$ cat src/rtl/vga_mem_arbiter.sv
`timescale 1ns/1ps
// Two-port Avalon-MM read arbiter: display DMA (port 0, priority) and a general
// read master (port 1) share one pipelined read port; beats are routed back by a tag FIFO.
module vga_mem_arbiter #(
    parameter int MAX_OUTST    = 8,
    parameter int STARVE_LIMIT = 16
) (
    input  logic                         clk,
    input  logic                         reset_n,
    input  logic [31:0]                  m0_address,
    input  logic                         m0_read,
    output logic                         m0_waitrequest,
    output logic [31:0]                  m0_readdata,
    output logic                         m0_data_valid,
    input  logic [31:0]                  m1_address,
    input  logic                         m1_read,
    output logic                         m1_waitrequest,
    output logic [31:0]                  m1_readdata,
    output logic                         m1_data_valid,
    output logic [31:0]                  down_address,
    output logic                         down_read,
    input  logic                         down_waitrequest,
    input  logic [31:0]                  down_readdata,
    input  logic                         down_data_valid,
    output logic [$clog2(MAX_OUTST):0]   outstanding,
    output logic                         err_orphan
);
    localparam int AW = $clog2(MAX_OUTST);

    typedef enum logic {UNLOCKED, LOCKED} lock_state_t;

    lock_state_t          state, state_next;
    logic                 lock_sel, lock_sel_next;
    logic [MAX_OUTST-1:0] tag_fifo;
    logic [AW-1:0]        wr_ptr, rd_ptr;
    logic [AW:0]          count;
    logic [7:0]           starve_cnt;
    logic                 full, promote, sel_valid, sel;
    logic                 accept, push, pop, has_data, head;

    assign full     = (count == (AW+1)'(MAX_OUTST));
    assign promote  = (starve_cnt >= 8'(STARVE_LIMIT)) && m1_read;
    assign has_data = (count != '0);
    assign head     = tag_fifo[rd_ptr];

    // Grant selection; a stalled transfer keeps its grant until accepted
    always_comb begin
        sel_valid = 1'b0;
        sel       = 1'b0;
        if (reset_n && !full) begin
            if (state == LOCKED) begin
                sel_valid = 1'b1;
                sel       = lock_sel;
            end else if (promote) begin
                sel_valid = 1'b1;
                sel       = 1'b1;
            end else if (m0_read) begin
                sel_valid = 1'b1;
            end else if (m1_read) begin
                sel_valid = 1'b1;
                sel       = 1'b1;
            end
        end
    end

    assign down_read      = sel_valid && (sel ? m1_read : m0_read);
    assign down_address   = (sel_valid && sel) ? m1_address : m0_address;
    assign m0_waitrequest = (sel_valid && !sel) ? down_waitrequest : 1'b1;
    assign m1_waitrequest = (sel_valid && sel)  ? down_waitrequest : 1'b1;

    assign accept = down_read && !down_waitrequest;
    assign push   = accept;
    assign pop    = down_data_valid && has_data;

    assign m0_readdata   = down_readdata;
    assign m1_readdata   = down_readdata;
    assign m0_data_valid = pop && !head;
    assign m1_data_valid = pop && head;
    assign outstanding   = count;

    always_comb begin
        state_next    = state;
        lock_sel_next = lock_sel;
        if (down_read) begin
            if (down_waitrequest) begin
                state_next    = LOCKED;
                lock_sel_next = sel;
            end else begin
                state_next    = UNLOCKED;
            end
        end
    end

    always_ff @(posedge clk or negedge reset_n) begin
        if (!reset_n) begin
            state    <= UNLOCKED;
            lock_sel <= 1'b0;
        end else begin
            state    <= state_next;
            lock_sel <= lock_sel_next;
        end
    end

    // Tag FIFO and occupancy; pointers wrap naturally since depth is a power of two
    always_ff @(posedge clk or negedge reset_n) begin
        if (!reset_n) begin
            tag_fifo   <= '0;
            wr_ptr     <= '0;
            rd_ptr     <= '0;
            count      <= '0;
            err_orphan <= 1'b0;
        end else begin
            if (push) begin
                tag_fifo[wr_ptr] <= sel;
                wr_ptr           <= wr_ptr + 1'b1;
            end
            if (pop)
                rd_ptr <= rd_ptr + 1'b1;
            case ({push, pop})
                2'b10:   count <= count + 1'b1;
                2'b01:   count <= count - 1'b1;
                default: count <= count;
            endcase
            if (down_data_valid && !has_data)
                err_orphan <= 1'b1;
        end
    end

    always_ff @(posedge clk or negedge reset_n) begin
        if (!reset_n)
            starve_cnt <= '0;
        else if (!m1_read || (accept && sel))
            starve_cnt <= '0;
        else if (starve_cnt != 8'hFF)
            starve_cnt <= starve_cnt + 1'b1;
    end
endmodule

$ cat config.mk
export PLATFORM = sky130hd
export DESIGN_NAME = vga_mem_arbiter
export DESIGN_NICKNAME = d
export VERILOG_FILES = /design/src/rtl/vga_mem_arbiter.sv
export SDC_FILE = /design/constraint.sdc
export NUM_CORES = 1
export LEC_CHECK = 0
export BUFFER_PORTS_ARGS = -buffer_cell sky130_fd_sc_hd__buf_4
export CAP_MARGIN = 30
export CORE_ASPECT_RATIO = 1.2
export CORE_MARGIN = 2
export CORE_UTILIZATION = 40
export CTS_CLUSTER_DIAMETER = 40
export DETAILED_ROUTE_END_ITERATION = 10
export GPL_TIMING_DRIVEN = 1
export HOLD_SLACK_MARGIN = 0.08
export MAX_ROUTING_LAYER = met4
export PLACE_DENSITY = 0.81
export SLEW_MARGIN = 20
export SYNTH_ARGS = -nofsm -noshare
export SYNTH_HDL_FRONTEND = slang
export SYNTH_SLANG_ARGS = --single-unit
$ cat constraint.sdc
create_clock -name clk -period 2.7 [get_ports clk]
set_input_delay 0.27 -clock clk [delete_from_list [all_inputs] [get_ports clk]]
set_output_delay 0.27 -clock clk [all_outputs]
set_load 0.03 [all_outputs]
After elaboration in Yosys (flattened, before gate mapping)
Index checks and enable logic that the tools add are counted.

word-level totals
  bits in registers = 29
  bits of input ports = 102
  output and inout bits = 106
  word-level logic and storage cells = 66

cells by class
  $add $sub $neg = 5
  $lt $le $gt $ge = 4
  eq/ne operators = 4
  muxes and demuxes = 22
  reductions and logical operators = 23

operators with widths
  kind                                                                                  number
  32-bit 2-to-1 mux                                                                     1
  8-bit 2-to-1 mux                                                                      2
  1-bit 2-to-1 mux                                                                      15
  1-bit logical AND                                                                     12
  8-bit by 1-bit adder with 8-bit output (second input constant)                        1
  8-bit bitwise mux                                                                     1
  8-bit by 5-bit greater-or-equal comparator with 1-bit output (second input constant)  1
  3-bit by 4-bit less-than comparator with 1-bit output (second input constant)         2
  8-bit inequality test (second input constant)                                         1
  4-bit one-hot mux with 2 select lines                                                 1
  3-bit by 1-bit adder with 3-bit output (second input constant)                        2
  1-bit logical NOT                                                                     6
  4-bit by 1-bit adder with 4-bit output (second input constant)                        1
  4-bit equality test (second input constant)                                           1
  2-bit nonzero test                                                                    2
  4-bit nonzero test                                                                    1
  4-bit by 1-bit subtractor with 4-bit output (second input constant)                   1
  1-bit binary-select mux with 3-bit select                                             1
  1-bit demux with 3-bit select                                                         1
  3-bit by 1-bit greater-or-equal comparator with 1-bit output (second input constant)  1
  2-bit by 1-bit equality test with 1-bit output (second input constant)                1
  2-bit equality test (second input constant)                                           1
  2-bit AND reduction                                                                   1
  1-bit logical OR                                                                      1

Depth between registers and ports, before layout
Gate-level depths: netlist of the first run.

  depth in word-level cells = 11
  depth in mapped cells = 11
  gate-level depth less buffers = 10

Worst setup path before layout of the first run
No wires, ideal clock.

  path kind = reg2reg
  start point = register count[1], in the netlist outstanding[1]
  end point = register count[2], in the netlist outstanding[2]
  library setup time = 0.139 ns
  arrival = 2.529 ns
  required time = 2.561 ns
  path slack = 0.032 ns
  cell stages (with the launch flop) = 12
  buffers on the path = 1
  clock period less this slack = 2.668 ns
  path through = dfrtp_1 or4b_1 buf_2 nand2_2 or2_2 ha_1 xor2_1 ha_1 a21oi_1 xor2_1 nor2_1 xor2_1

between the ends
  longest elaborated chain between the ends = 9
  elaborated cells between the ends (all ways) = 16
  classes of those cells = 2 x add/sub; 3 x eq/ne; 4 x mux; 7 x reduce/logical

RTL lines
  what                                                                                          RTL line  text
  start: declaration                                                                            36        logic [AW:0] count;
  start signal: assignment                                                                      120       2'b10: count <= count + 1'b1;
  start signal: assignment                                                                      121       2'b01: count <= count - 1'b1;
  start signal: assignment                                                                      122       default: count <= count;
  4-bit equality test                                                                           41        assign full = (count == (AW+1)'(MAX_OUTST));
  1-bit logical NOT                                                                             50        if (reset_n && !full) begin
  1-bit logical AND                                                                             50
  1-bit 2-to-1 mux                                                                              50
  1-bit 2-to-1 mux                                                                              66        assign down_read = sel_valid && (sel ? m1_read : m0_read);
  1-bit logical AND                                                                             66
  1-bit logical AND                                                                             71        assign accept = down_read && !down_waitrequest;
  2-bit by 1-bit equality test with 1-bit output / 2-bit equality test (equally long branches)  119       case ({push, pop})
  4-bit one-hot mux with 2 select lines / 2-bit nonzero test (equally long branches)            n/a

Several ways; a longest one is shown, not always the timed one.
A chain may end at the register's enable or synchronous reset.

Worst setup path in the final report of the first run
  start point = input port reset_n
  end point = register count[2], in the netlist outstanding[2]

between the ends
  longest elaborated chain between the ends = 7
  elaborated cells between the ends (all ways) = 10
  classes of those cells = 2 x eq/ne; 4 x mux; 4 x reduce/logical

RTL lines
  what                                                                                          RTL line  text
  start: declaration                                                                            9         input logic reset_n,
  1-bit logical AND *                                                                           50
  1-bit 2-to-1 mux                                                                              50
  1-bit 2-to-1 mux                                                                              66
  1-bit logical AND *                                                                           66
  1-bit logical AND *                                                                           71
  2-bit by 1-bit equality test with 1-bit output / 2-bit equality test (equally long branches)  119
  4-bit one-hot mux with 2 select lines / 2-bit nonzero test (equally long branches)            n/a

Mark *: on every way between the ends. The rest lies on a longest branch, timed or not.

==> results of run 1 <==
-- what timing repair did --
action | 4_1_cts | 5_1_grt
setup endpoints to repair | 2 | 1
buffers inserted | 2 | 0
gates resized for setup | 0 | 3
hold buffers | 1 | 0
endpoints found under the hold margin | 29 | 0
-- worst paths after layout --
kind | from | endpoint | slack, ns | cells past startpoint
min in group asynchronous | reset_n | outstanding[1] | 0.58 | 3
min reg2reg | err_orphan | err_orphan | 0.46 | 1
max | reset_n | outstanding[2] | 0.15 | 12
max reg2reg | outstanding[2] | outstanding[2] | 0.22 | 10
max in group asynchronous | reset_n | tag_fifo[5] | 1.84 | 3
min | down_data_valid | err_orphan | 0.19 | 2
-- report_power, final --
part           leakage, nW  internal (mW)  switching (mW)
Clock               0.0585          0.300           0.166
Combinational         1.13          0.597           0.611
Sequential           0.373          0.574           0.147
-- cell type report --
class	count	area share
sequential	29	0.222
inverter	5	0.00575
tap	85	0.0326
clock buffer	7	0.0264
clock inverter	1	0.00920
timing repair buffer	122	0.285
multi-input combinational	149	0.419
-- flip-flops by register name, summed over array words and instances (netlist names) --
| name | cells |
|---|---|
| state | 1 |
| err_orphan | 1 |
| rd_ptr | 3 |
| starve_cnt | 8 |
| tag_fifo | 8 |
| wr_ptr | 3 |
| outstanding | 4 |
| lock_sel | 1 |
-- through the flow --
step	instance area (um2)	std cells
after floorplan	2650	253
after detailed placement	3110	387
after global routing	3260	398
after global placement	3110	387
final	3260	398
after CTS	3250	398
-- routing by layer --
metal / wire length, um / vias to the layer above / global-route usage
met5: 0 / - / -
met4: 365 / 0 / 0.115
li1: - / 931 / -
met3: 1500 / 34 / 0.181
met2: 3350 / 92 / 0.311
met1: 2570 / 917 / 0.203
-- kinds of logic after synthesis --
family / Yosys count / synth area share
xor gates and xnor gates: 13 / 0.0429
muxes: 48 / 0.253
DFF: 29 / 0.274
buffers and inverters: 75 / 0.216
adders and majority gates: 7 / 0.0330
and+or+nand+nor: 63 / 0.130
AOI/OAI and AO/OA: 18 / 0.0510
-- cell usage in the layout, fill, tap and decap left out, drive strengths merged, types with 3 or more instances in the layout --
| cell | count |
|---|---|
| nand2b | 6 |
| nor2b | 3 |
| and2 | 3 |
| nor2 | 15 |
| buf | 121 |
| nand2 | 11 |
| nor3 | 4 |
| inv | 5 |
| ha | 7 |
| xor2 | 6 |
| mux2 | 43 |
| o21ai | 6 |
| nand3 | 5 |
| xnor2 | 7 |
| mux2i | 3 |
| nor4 | 8 |
| dfrtp | 29 |
| clkbuf | 7 |
==> results by group, run 1 <==
Outcome
  – Status: finished clean

Finish
  – Area Overhead vs Synth: 23.1%
  – Ant diodes: 0
  – # fillers: 616
  – Area of the multi-input gates: approximately 1400 um2
  – Nets: about 420
  – Seq. cell area: a little over 700 um2
  – Fin util: 0.510
  – Share of cells above drive strength 1: 0.585

Logic synthesis
  – Mapped Nets: roughly 360
  – Post-synth top cells: buf_4, mux2_4, dfrtp_1
  – Seq cells post-synth: 29
  – Post-Syn Area: 2650 um2
  – Sequential element share of the synthesized area: 0.274
  – Main synth FF type: dfrtp_1
  – Leading area contributor after synthesis: dfrtp_1
  – Yosys Warn Count: 0
  – Cell variety after synth: 44
  – Syn avg cell area: about 10 um2
  – Top cells by area, synth: dfrtp_1, buf_4, mux2_4
  – Top cell type's share of synthesized area: 0.274
  – Top-count cell post-synth: buf_4
  – EDFF count, synth: 0
  – Syn Inst Count: ~250
  – Ys async rst share: 1.00

Clock network
  – Clock Tree Buf Depth: 2
  – Clk_lat worst skew: 0.28 ns
  – CTS tree: built
  – H-tree Lvls: 2
  – CTS Buf Count: 5
  – CTS Root Cell: clkbuf_8
  – Clk sink count: 29
  – Clock Pin Slew Worst Setup and Hold Paths: 0.06 ns

STA
  – Worst slew pin tran: approximately 0.36 ns
  – Slew Limit Fails: 0
  – Final Hold Slack: 0.191 ns
  – Setup TNS: 0 ns
  – Clk_skew: around 0.0033 ns
  – Final period utilization: 0.944
  – Setup ws final: ~0.15 ns
  – Slew Limit Headroom: 0.752
  – Setup Viol. Count Final: 0
  – Min Tclk post-route: between 2 and 3 ns
  – Fmax: ~400 MHz
  – RSZ-0062 raised after global routing: false
  – Final Hold Viols: 0

Critical path
  – Sequence of cells on the critical path: dlygate4sd3_1 > buf_4 > nor2b_2 > nand2_2 > or2_2 > ha_1 > xor2_1 > ha_1 > a21oi_1 > xor2_1 > nor2_1 > xor2_1
  – Setup crit start kind: input pin
  – CP most frequent cell: xor2_1
  – WS Path Type: in -> reg
  – Worst Setup End Kind: register
  – CP max stage cell: dlygate4sd3_1
  – CP peak stage delay: 0.53 ns
  – Critical path arrival: around 2.7 ns
  – Cell family contributing the most delay on the critical path: simple AND/OR/NAND/NOR gates
  – Bufs and invs on worst path: 2
  – CP required: approximately 2.9 ns
  – Crit Path Max Fanout: 5

Placement
  – Post-DP HPWL: about 6.5 mm
  – Pre-CTS setup slack: between 0.15 and 0.2 ns
  – RePlAce Congestion: roughly 0.84
  – Port Buffers: 111

Global routing
  – Gr usage total: 0.217
  – Grt ovf: 0
  – Largest net degree at the start of global routing: 31
  – Initial antenna violation count: 0
  – Number of global-route vias before repair: 2,019
  – First-pass GRT wire length: ~11 mm

Routing
  – Vias post-DR: slightly below 2,000
  – Routed WL: about 7.8 mm
  – Detail Route Antenna Nets: 0
  – First-pass DRT Iterations: 4
  – Number of DRC markers in iteration 0: 48
  – Drt wl/cell: ~20 um
  – Post-route DRC violation count: 0
  – Via density: 4.96

Floorplan
  – FP Rows: 32
  – Die width: ~78 um
  – I/O pin total: around 210
  – Die ar.: roughly 7300 um2
  – Die Ht: between 90 and 100 um
  – Starting Density: 0.414
  – CORE AREA: 6410 um2

Flow run
  – Max-cap violations: 0

Power
  – Max VDD drop: 0.000618 V
  – Leak Pwr: approximately 1.6 nW
  – Overall Power: 2.40 mW
  – Pwr dens: around 730 nW/um2

Worst hold path
  – Min-Delay Path Class: in -> reg
Note: power is estimated with default switching activity, not from simulation.
==> run 2: changes to the inputs <==
CORE_ASPECT_RATIO = unset   (was 1.2)
==> run 2 against run 1 <==
Largest power group unchanged. Maximum frequency is 2.4% lower. Clock power shrank 16%. Setup slack got worse by 0.064 ns. Total power down 4.4%. Sequential cell count is the same. Die area about the same. Via count is the same. Clock skew grew 0.00083 ns. Non-clock buffer count is 3 lower. Worst hold slack better by 0.0077 ns. Core utilization is 0.66 points lower. Critical path depth fell by 5.
==> results by group, run 2 (synthesis gave the netlist of run 1 again) <==
Worst hold path
  – Hold Path End: err_orphan
  – Hold depth: 2 (unchanged)
  – Hold Startpoint: down_data_valid
  – Min-Delay Path Class: in -> reg

Routing
  – Number of DRC markers in iteration 0: 35 (-27%)
  – Vias post-DR: 1,974 (unchanged)
  – Drt wl/cell: 18.6 um (-5.1%)
  – First-pass DRT Iterations: 4 (unchanged)
  – Detail Route Antenna Nets: 0 (unchanged)
  – Via density: 5.10 (+2.8%)
  – Post-route DRC violation count: 0 (unchanged)
  – Routed WL: 7.18 mm (-7.8%)

Clock network
  – Clk sink count: 29 (unchanged)
  – H-tree Lvls: 2 (unchanged)
  – Clock Tree Buf Depth: 2 (unchanged)
  – CTS tree: built
  – Clock Pin Slew Worst Setup and Hold Paths: 0.06 ns (about the same)
  – CTS Buf Count: 5 (unchanged)
  – Clk_lat worst skew: 0.28 ns (about the same)
  – CTS Root Cell: clkbuf_8

STA
  – Clk_skew: 0.00415 ns (+0.000833 ns)
  – Final Hold Viols: 0 (unchanged)
  – Slew Limit Fails: 0 (unchanged)
  – Setup TNS: 0 ns (unchanged)
  – Fmax: 383 MHz (-2.4%)
  – Worst slew pin tran: 0.416 ns (+0.0528 ns)
  – Min Tclk post-route: 2.61 ns (+0.0636 ns)
  – RSZ-0062 raised after global routing: false
  – Slew Limit Headroom: 0.719 (-0.0329)
  – Final period utilization: 0.967 (+0.0236)
  – Setup Viol. Count Final: 0 (unchanged)

Floorplan
  – FP Rows: 29 (-9.4%)
  – Die ar.: 7300 um2 (about the same)
  – Starting Density: 0.415 (+0.00130)
  – Die Ht: 85.4 um (-8.3%)
  – CORE AREA: 6390 um2 (-0.31%)
  – Die width: 85.4 um (+9.1%)
  – I/O pin total: 208 (unchanged)

Finish
  – Commonest non-fill, non-tap cell in the layout: buf_4
  – # fillers: 572 (-7.1%)
  – Most frequent cells in the layout: buf_4, mux2_4, dfrtp_1, nor2_1, mux2_2
  – Nets: 418 (-0.71%)
  – Area Overhead vs Synth: 21.1%
  – Share of cells above drive strength 1: 0.581 (-0.00402)
  – Area of the multi-input gates: 1360 um2 (-0.73%)
  – Seq. cell area: 727 um2 (+0.17%)
  – Ant diodes: 0 (unchanged)

Global routing
  – Grt ovf: 0 (unchanged)
  – Number of global-route vias before repair: 1,952 (-3.3%)
  – First-pass GRT wire length: 10.6 mm (-7.0%)
  – Gr usage total: 0.195 (-0.0220)
  – Initial antenna violation count: 0 (unchanged)
  – Largest net degree at the start of global routing: 32 (+3.2%)

Power
  – Max VDD drop: 0.000545 V (-12%)
  – Pwr dens: 713 nW/um2 (-2.9%)
  – Leak Pwr: 1.54 nW (-1.4%)
  – Overall Power: 2.29 mW (-4.4%)

Placement
  – Post-DP HPWL: 6.00 mm (-7.5%)
  – Port Buffers: 111 (unchanged)
  – RePlAce Congestion: 0.823 (-1.7%)

Flow run
  – Max-cap violations: 0 (unchanged)

Critical path
  – CP required: 2.43 ns (-0.43 ns)
  – Critical path launch point: outstanding[0]
  – R2R Setup Slk: 0.21 ns (about the same)
  – WS Path Type: reg -> out
  – Worst r2r dst: outstanding[2]
  – Setup crit start kind: register
  – R2R depth: 10 (unchanged)
  – Worst Setup End Kind: output pin
  – Worst reg2reg path startpoint: outstanding[0]
  – Critical path arrival: 2.34 ns (-0.37 ns)
  – Crit Path Max Fanout: 13 (+8)

Outcome
  – Status: finished clean
==> run 2: cell count changes in the layout (fill, tap and decap cells not counted), sizes merged <==
cell,previous run,this run
clkinv,0,1
bufinv,1,0
buf,121,118
==> run 2: what timing repair did <==
item,CTS,global route
buffers inserted,0,0
hold endpoints to repair,29,0
hold buffers,1,0
endpoints found under the setup margin,0,12
gates resized for setup,0,3
==> run 2: worst max-delay path by stage <==
stage                  endpoint  slack [ns]  cells after the start
2_1_floorplan    outstanding[2]        0.03                     11
3_3_place_gp     outstanding[2]        0.29                     10
3_5_place_dp     outstanding[2]        0.20                     10
4_1_cts        down_address[31]        0.04                      8
5_1_grt        down_address[11]       0.003                      7
6_report       down_address[11]        0.09                      7
==> run 2: area by class of cell <==
cell class                 instances  area share
timing repair buffer             119       0.284
tap                               77      0.0300
multi-input combinational        149       0.422
sequential                        29       0.226
clock buffer                       7      0.0300
clock inverter                     1     0.00156
inverter                           5     0.00584
==> run 2: worst max-delay path, stage by stage, from the launching register on <==
cell and delay (ns):
dfrtp_1 0.46, or4b_1 0.58, buf_4 0.19, nand2_4 0.08
a21oi_4 0.04, buf_4 0.21, mux2_4 0.32, buf_4 0.17
==> run 2: metal layers <==
metal / track usage / share of wire
met5: - / 0
met4: 0.0433 / 0.0082
met3: 0.120 / 0.14
met2: 0.288 / 0.45
met1: 0.227 / 0.39
==> run 2: metrics by stage <==
stage	setup slack [ns]	cells	hold slack [ns]	area, um2	utilization
finish	0.0884	387	0.199	3210	0.503
global route	0.00301	387	0.208	3210	0.503
CTS	0.0387	387	0.190	3200	0.502
detailed placement	0.203	378	0.322	3090	0.484
global placement	0.292	378	0.323	3090	0.484
floorplan	0.0317	253	-0.0256	2650	-
==> run 2: report_power, final <==
| group | switching, mW | leakage, nW | internal (mW) |
|---|---|---|---|
| Clock | 0.164 | 0.0542 | 0.230 |
| Sequential | 0.168 | 0.372 | 0.575 |
| Combinational | 0.579 | 1.11 | 0.571 |
| Total | 0.912 | 1.54 | 1.38 |
==> run 3: changes to the inputs <==
--- a/config.mk
+++ b/config.mk
@@ -6,5 +6,5 @@
 export NUM_CORES = 1
 export LEC_CHECK = 0
-export BUFFER_PORTS_ARGS = -buffer_cell sky130_fd_sc_hd__buf_4
+export BUFFER_PORTS_ARGS = -buffer_cell sky130_fd_sc_hd__buf_2
 export CAP_MARGIN = 30
 export CORE_MARGIN = 2
@@ -16,5 +16,5 @@
 export MAX_ROUTING_LAYER = met4
 export PLACE_DENSITY = 0.81
-export SLEW_MARGIN = 20
+export SLEW_MARGIN = 10
 export SYNTH_ARGS = -nofsm -noshare
 export SYNTH_HDL_FRONTEND = slang
==> constraint.sdc (replaced) <==
create_clock -name clk -period 2.7 [get_ports clk]
set_input_delay 0.81 -clock clk [delete_from_list [all_inputs] [get_ports clk]]
set_output_delay 0.81 -clock clk [all_outputs]
set_load 0.03 [all_outputs]
==> run 3 against run 2 <==
The run now ends with setup timing left. Clock power fell by 2%. Maximum frequency fell by 15%. Sequential share of layout area fell by 1.3 points. Critical path depth did not move. Register-to-register slack got worse by 0.08 ns. Via count rose by 6.3%. Critical path type is now in -> out. Critical endpoint is now down_address[15]. Largest cell class unchanged. Highest routed layer unchanged.
==> results by group, run 3 (synthesis gave the netlist of run 1 again) <==
Critical path
  – CP most frequent cell: buf_6
  – Crit Path Max Fanout: 14 (+1)
  – WS Path Type: in -> out
  – Total stage count of the critical path: 7 (unchanged)
  – Setup crit end: down_address[15]
  – Worst r2r dst: outstanding[3]
  – Critical path arrival: 2.28 ns (-0.06 ns)
  – R2R depth: 10 (unchanged)
  – CP max stage cell: or4b_4
  – Bufs and invs on worst path: 3 (unchanged)
  – Sequence of cells on the critical path: buf_6 > or4b_4 > o21ai_4 > a21oi_4 > buf_12 > mux2_4 > buf_6
  – Critical path launch point: m0_read
  – Worst Setup End Kind: output pin
  – Cell family contributing the most delay on the critical path: simple AND/OR/NAND/NOR gates
  – Setup crit start kind: input pin
  – CP peak stage delay: 0.48 ns (-0.10 ns)
  – CP required: 1.89 ns (-0.54 ns)
  – R2R Setup Slk: 0.13 ns (-0.08 ns)
  – Worst reg2reg path startpoint: outstanding[1]

Finish
  – Area Overhead vs Synth: 28.5%
  – # fillers: 538 (-5.9%)
  – Commonest non-fill, non-tap cell in the layout: buf_2
  – Share of cells above drive strength 1: 0.638 (+0.0571)
  – Most frequent cells in the layout: buf_2, buf_6, mux2_4, dfrtp_1, buf_4
  – Ant diodes: 0 (unchanged)
  – Final Non-Filler Cells: 411 (+6.2%)
  – Nets: 442 (+5.7%)

Global routing
  – First-pass GRT wire length: 11.1 mm (+4.5%)
  – Largest net degree at the start of global routing: 28 (-13%)
  – Initial antenna violation count: 0 (unchanged)
  – Grt ovf: 0 (unchanged)
  – Gr usage total: 0.207 (+0.0113)
  – Number of global-route vias before repair: 2,063 (+5.7%)

STA
  – Setup Viol. Count Final: 34 (+34)
  – Final Hold Viols: 0 (unchanged)
  – Final period utilization: 1.14 (+0.177)
  – Worst slew pin tran: 0.414 ns (-0.00157 ns)
  – Setup ws final: -0.390 ns (-0.478 ns)
  – Slew Limit Headroom: 0.717 (-0.00219)
  – Setup TNS: -12.58 ns (-12.58 ns)
  – Fmax: 324 MHz (-15%)
  – Final Hold Slack: 0.452 ns (+0.253 ns)
  – Min Tclk post-route: 3.09 ns (+0.478 ns)
  – Clk_skew: 0.00860 ns (+0.00445 ns)
  – Slew Limit Fails: 0 (unchanged)
  – RSZ-0062 raised after global routing: true

Clock network
  – CTS tree: built
  – Clk_lat worst skew: 0.28 ns (about the same)
  – CTS Buf Count: 5 (unchanged)
  – Clock Tree Buf Depth: 2 (unchanged)
  – Clk sink count: 29 (unchanged)
  – CTS Root Cell: clkbuf_8
  – # hold bufs at CTS: 0 (-1)
  – H-tree Lvls: 2 (unchanged)
  – Clock Pin Slew Worst Setup and Hold Paths: 0.06 ns (about the same)

Outcome
  – Status: finished, violations left
  – Failing checks: setup timing

Routing
  – Drt wl/cell: 19.3 um (+3.9%)
  – Detail Route Antenna Nets: 0 (unchanged)
  – Routed WL: 7.92 mm (+10%)
  – Vias post-DR: 2,098 (+6.3%)
  – Via density: 5.10 (about the same)
  – Post-route DRC violation count: 0 (unchanged)
  – Number of DRC markers in iteration 0: 21 (-40%)
  – First-pass DRT Iterations: 5 (+1)

Power
  – Pwr dens: 713 nW/um2 (about the same)
  – Overall Power: 2.43 mW (+6.1%)
  – Leak Pwr: 1.65 nW (+7.7%)
  – Max VDD drop: 0.000755 V (+39%)

Worst hold path
  – Hold depth: 1 (-1)
  – Min-Delay Path Class: reg -> reg

Floorplan
  – Die ar.: 7300 um2 (unchanged)
  – Die width: 85.4 um (unchanged)
  – CORE AREA: 6390 um2 (unchanged)
  – I/O pin total: 208 (unchanged)
  – Die Ht: 85.4 um (unchanged)
  – FP Rows: 29 (unchanged)
  – Starting Density: 0.415 (unchanged)

Flow run
  – Max-cap violations: 0 (unchanged)

Placement
  – Pre-CTS setup slack: -0.435 ns (-0.639 ns)
  – RePlAce Congestion: 0.837 (+1.6%)
  – Port Buffers: 111 (unchanged)
  – Placed cells: 394 (+4.2%)
  – Post-DP HPWL: 6.44 mm (+7.4%)
-- run 3: changes by cell type in the layout (fill, tap and decap cells not counted), moves of 2 or more --
cell      delta
buf_4       -89
buf_2       +75
buf_6       +37
nand2b_1     -2
-- run 3: report_power, final --
group	switching (mW)	total, mW	leakage [nW]	internal (mW)
logic	0.667	1.33	1.23	0.660
registers	0.138	0.714	0.372	0.576
clock network	0.158	0.388	0.0542	0.230
total	0.963	2.43	1.65	1.47
-- run 3: layout make-up --
type,instances,area [um2],share of cell area
inverter,5,18.8,0.00551
clock inverter,1,5.00,0.00147
sequential,29,727,0.213
clock buffer,7,96.3,0.0283
tap,77,96.3,0.0283
timing repair buffer,143,1070,0.313
multi-input combinational,149,1400,0.410
-- run 3: metal layers --
metal / routed length [um] / vias to the layer above / part of all wire / global-route usage
met5: 0 / - / 0 / -
met4: 69 / 0 / 0.0087 / 0.0390
met3: 1040 / 9 / 0.13 / 0.109
met2: 3800 / 141 / 0.48 / 0.332
met1: 3010 / 976 / 0.38 / 0.231
li1: - / 972 / - / -
-- run 3: what timing repair did --
action | in CTS | in global routing
pin swaps | 1 | 0
gates cloned | 0 | 2
setup buffers | 2 | 5
gates resized for setup | 72 | 13
endpoints found under the setup margin | 34 | 38
-- run 3: worst min-delay path by stage --
stage                           from         end  slack (ns)
after floorplan            rd_ptr[2]   rd_ptr[2]        0.47
after global placement    err_orphan  err_orphan        0.43
after detailed placement  err_orphan  err_orphan        0.44
after CTS                 err_orphan  err_orphan        0.46
after global routing      err_orphan  err_orphan        0.48
final                     err_orphan  err_orphan        0.45
-- run 3: per-stage QoR --
stage          utilization  instance area (um2)
4_1_cts              0.515                 3290
6_report             0.534                 3410
3_5_place_dp         0.462                 2950
3_3_place_gp         0.462                 2950
2_1_floorplan            -                 2670
5_1_grt              0.534                 3410
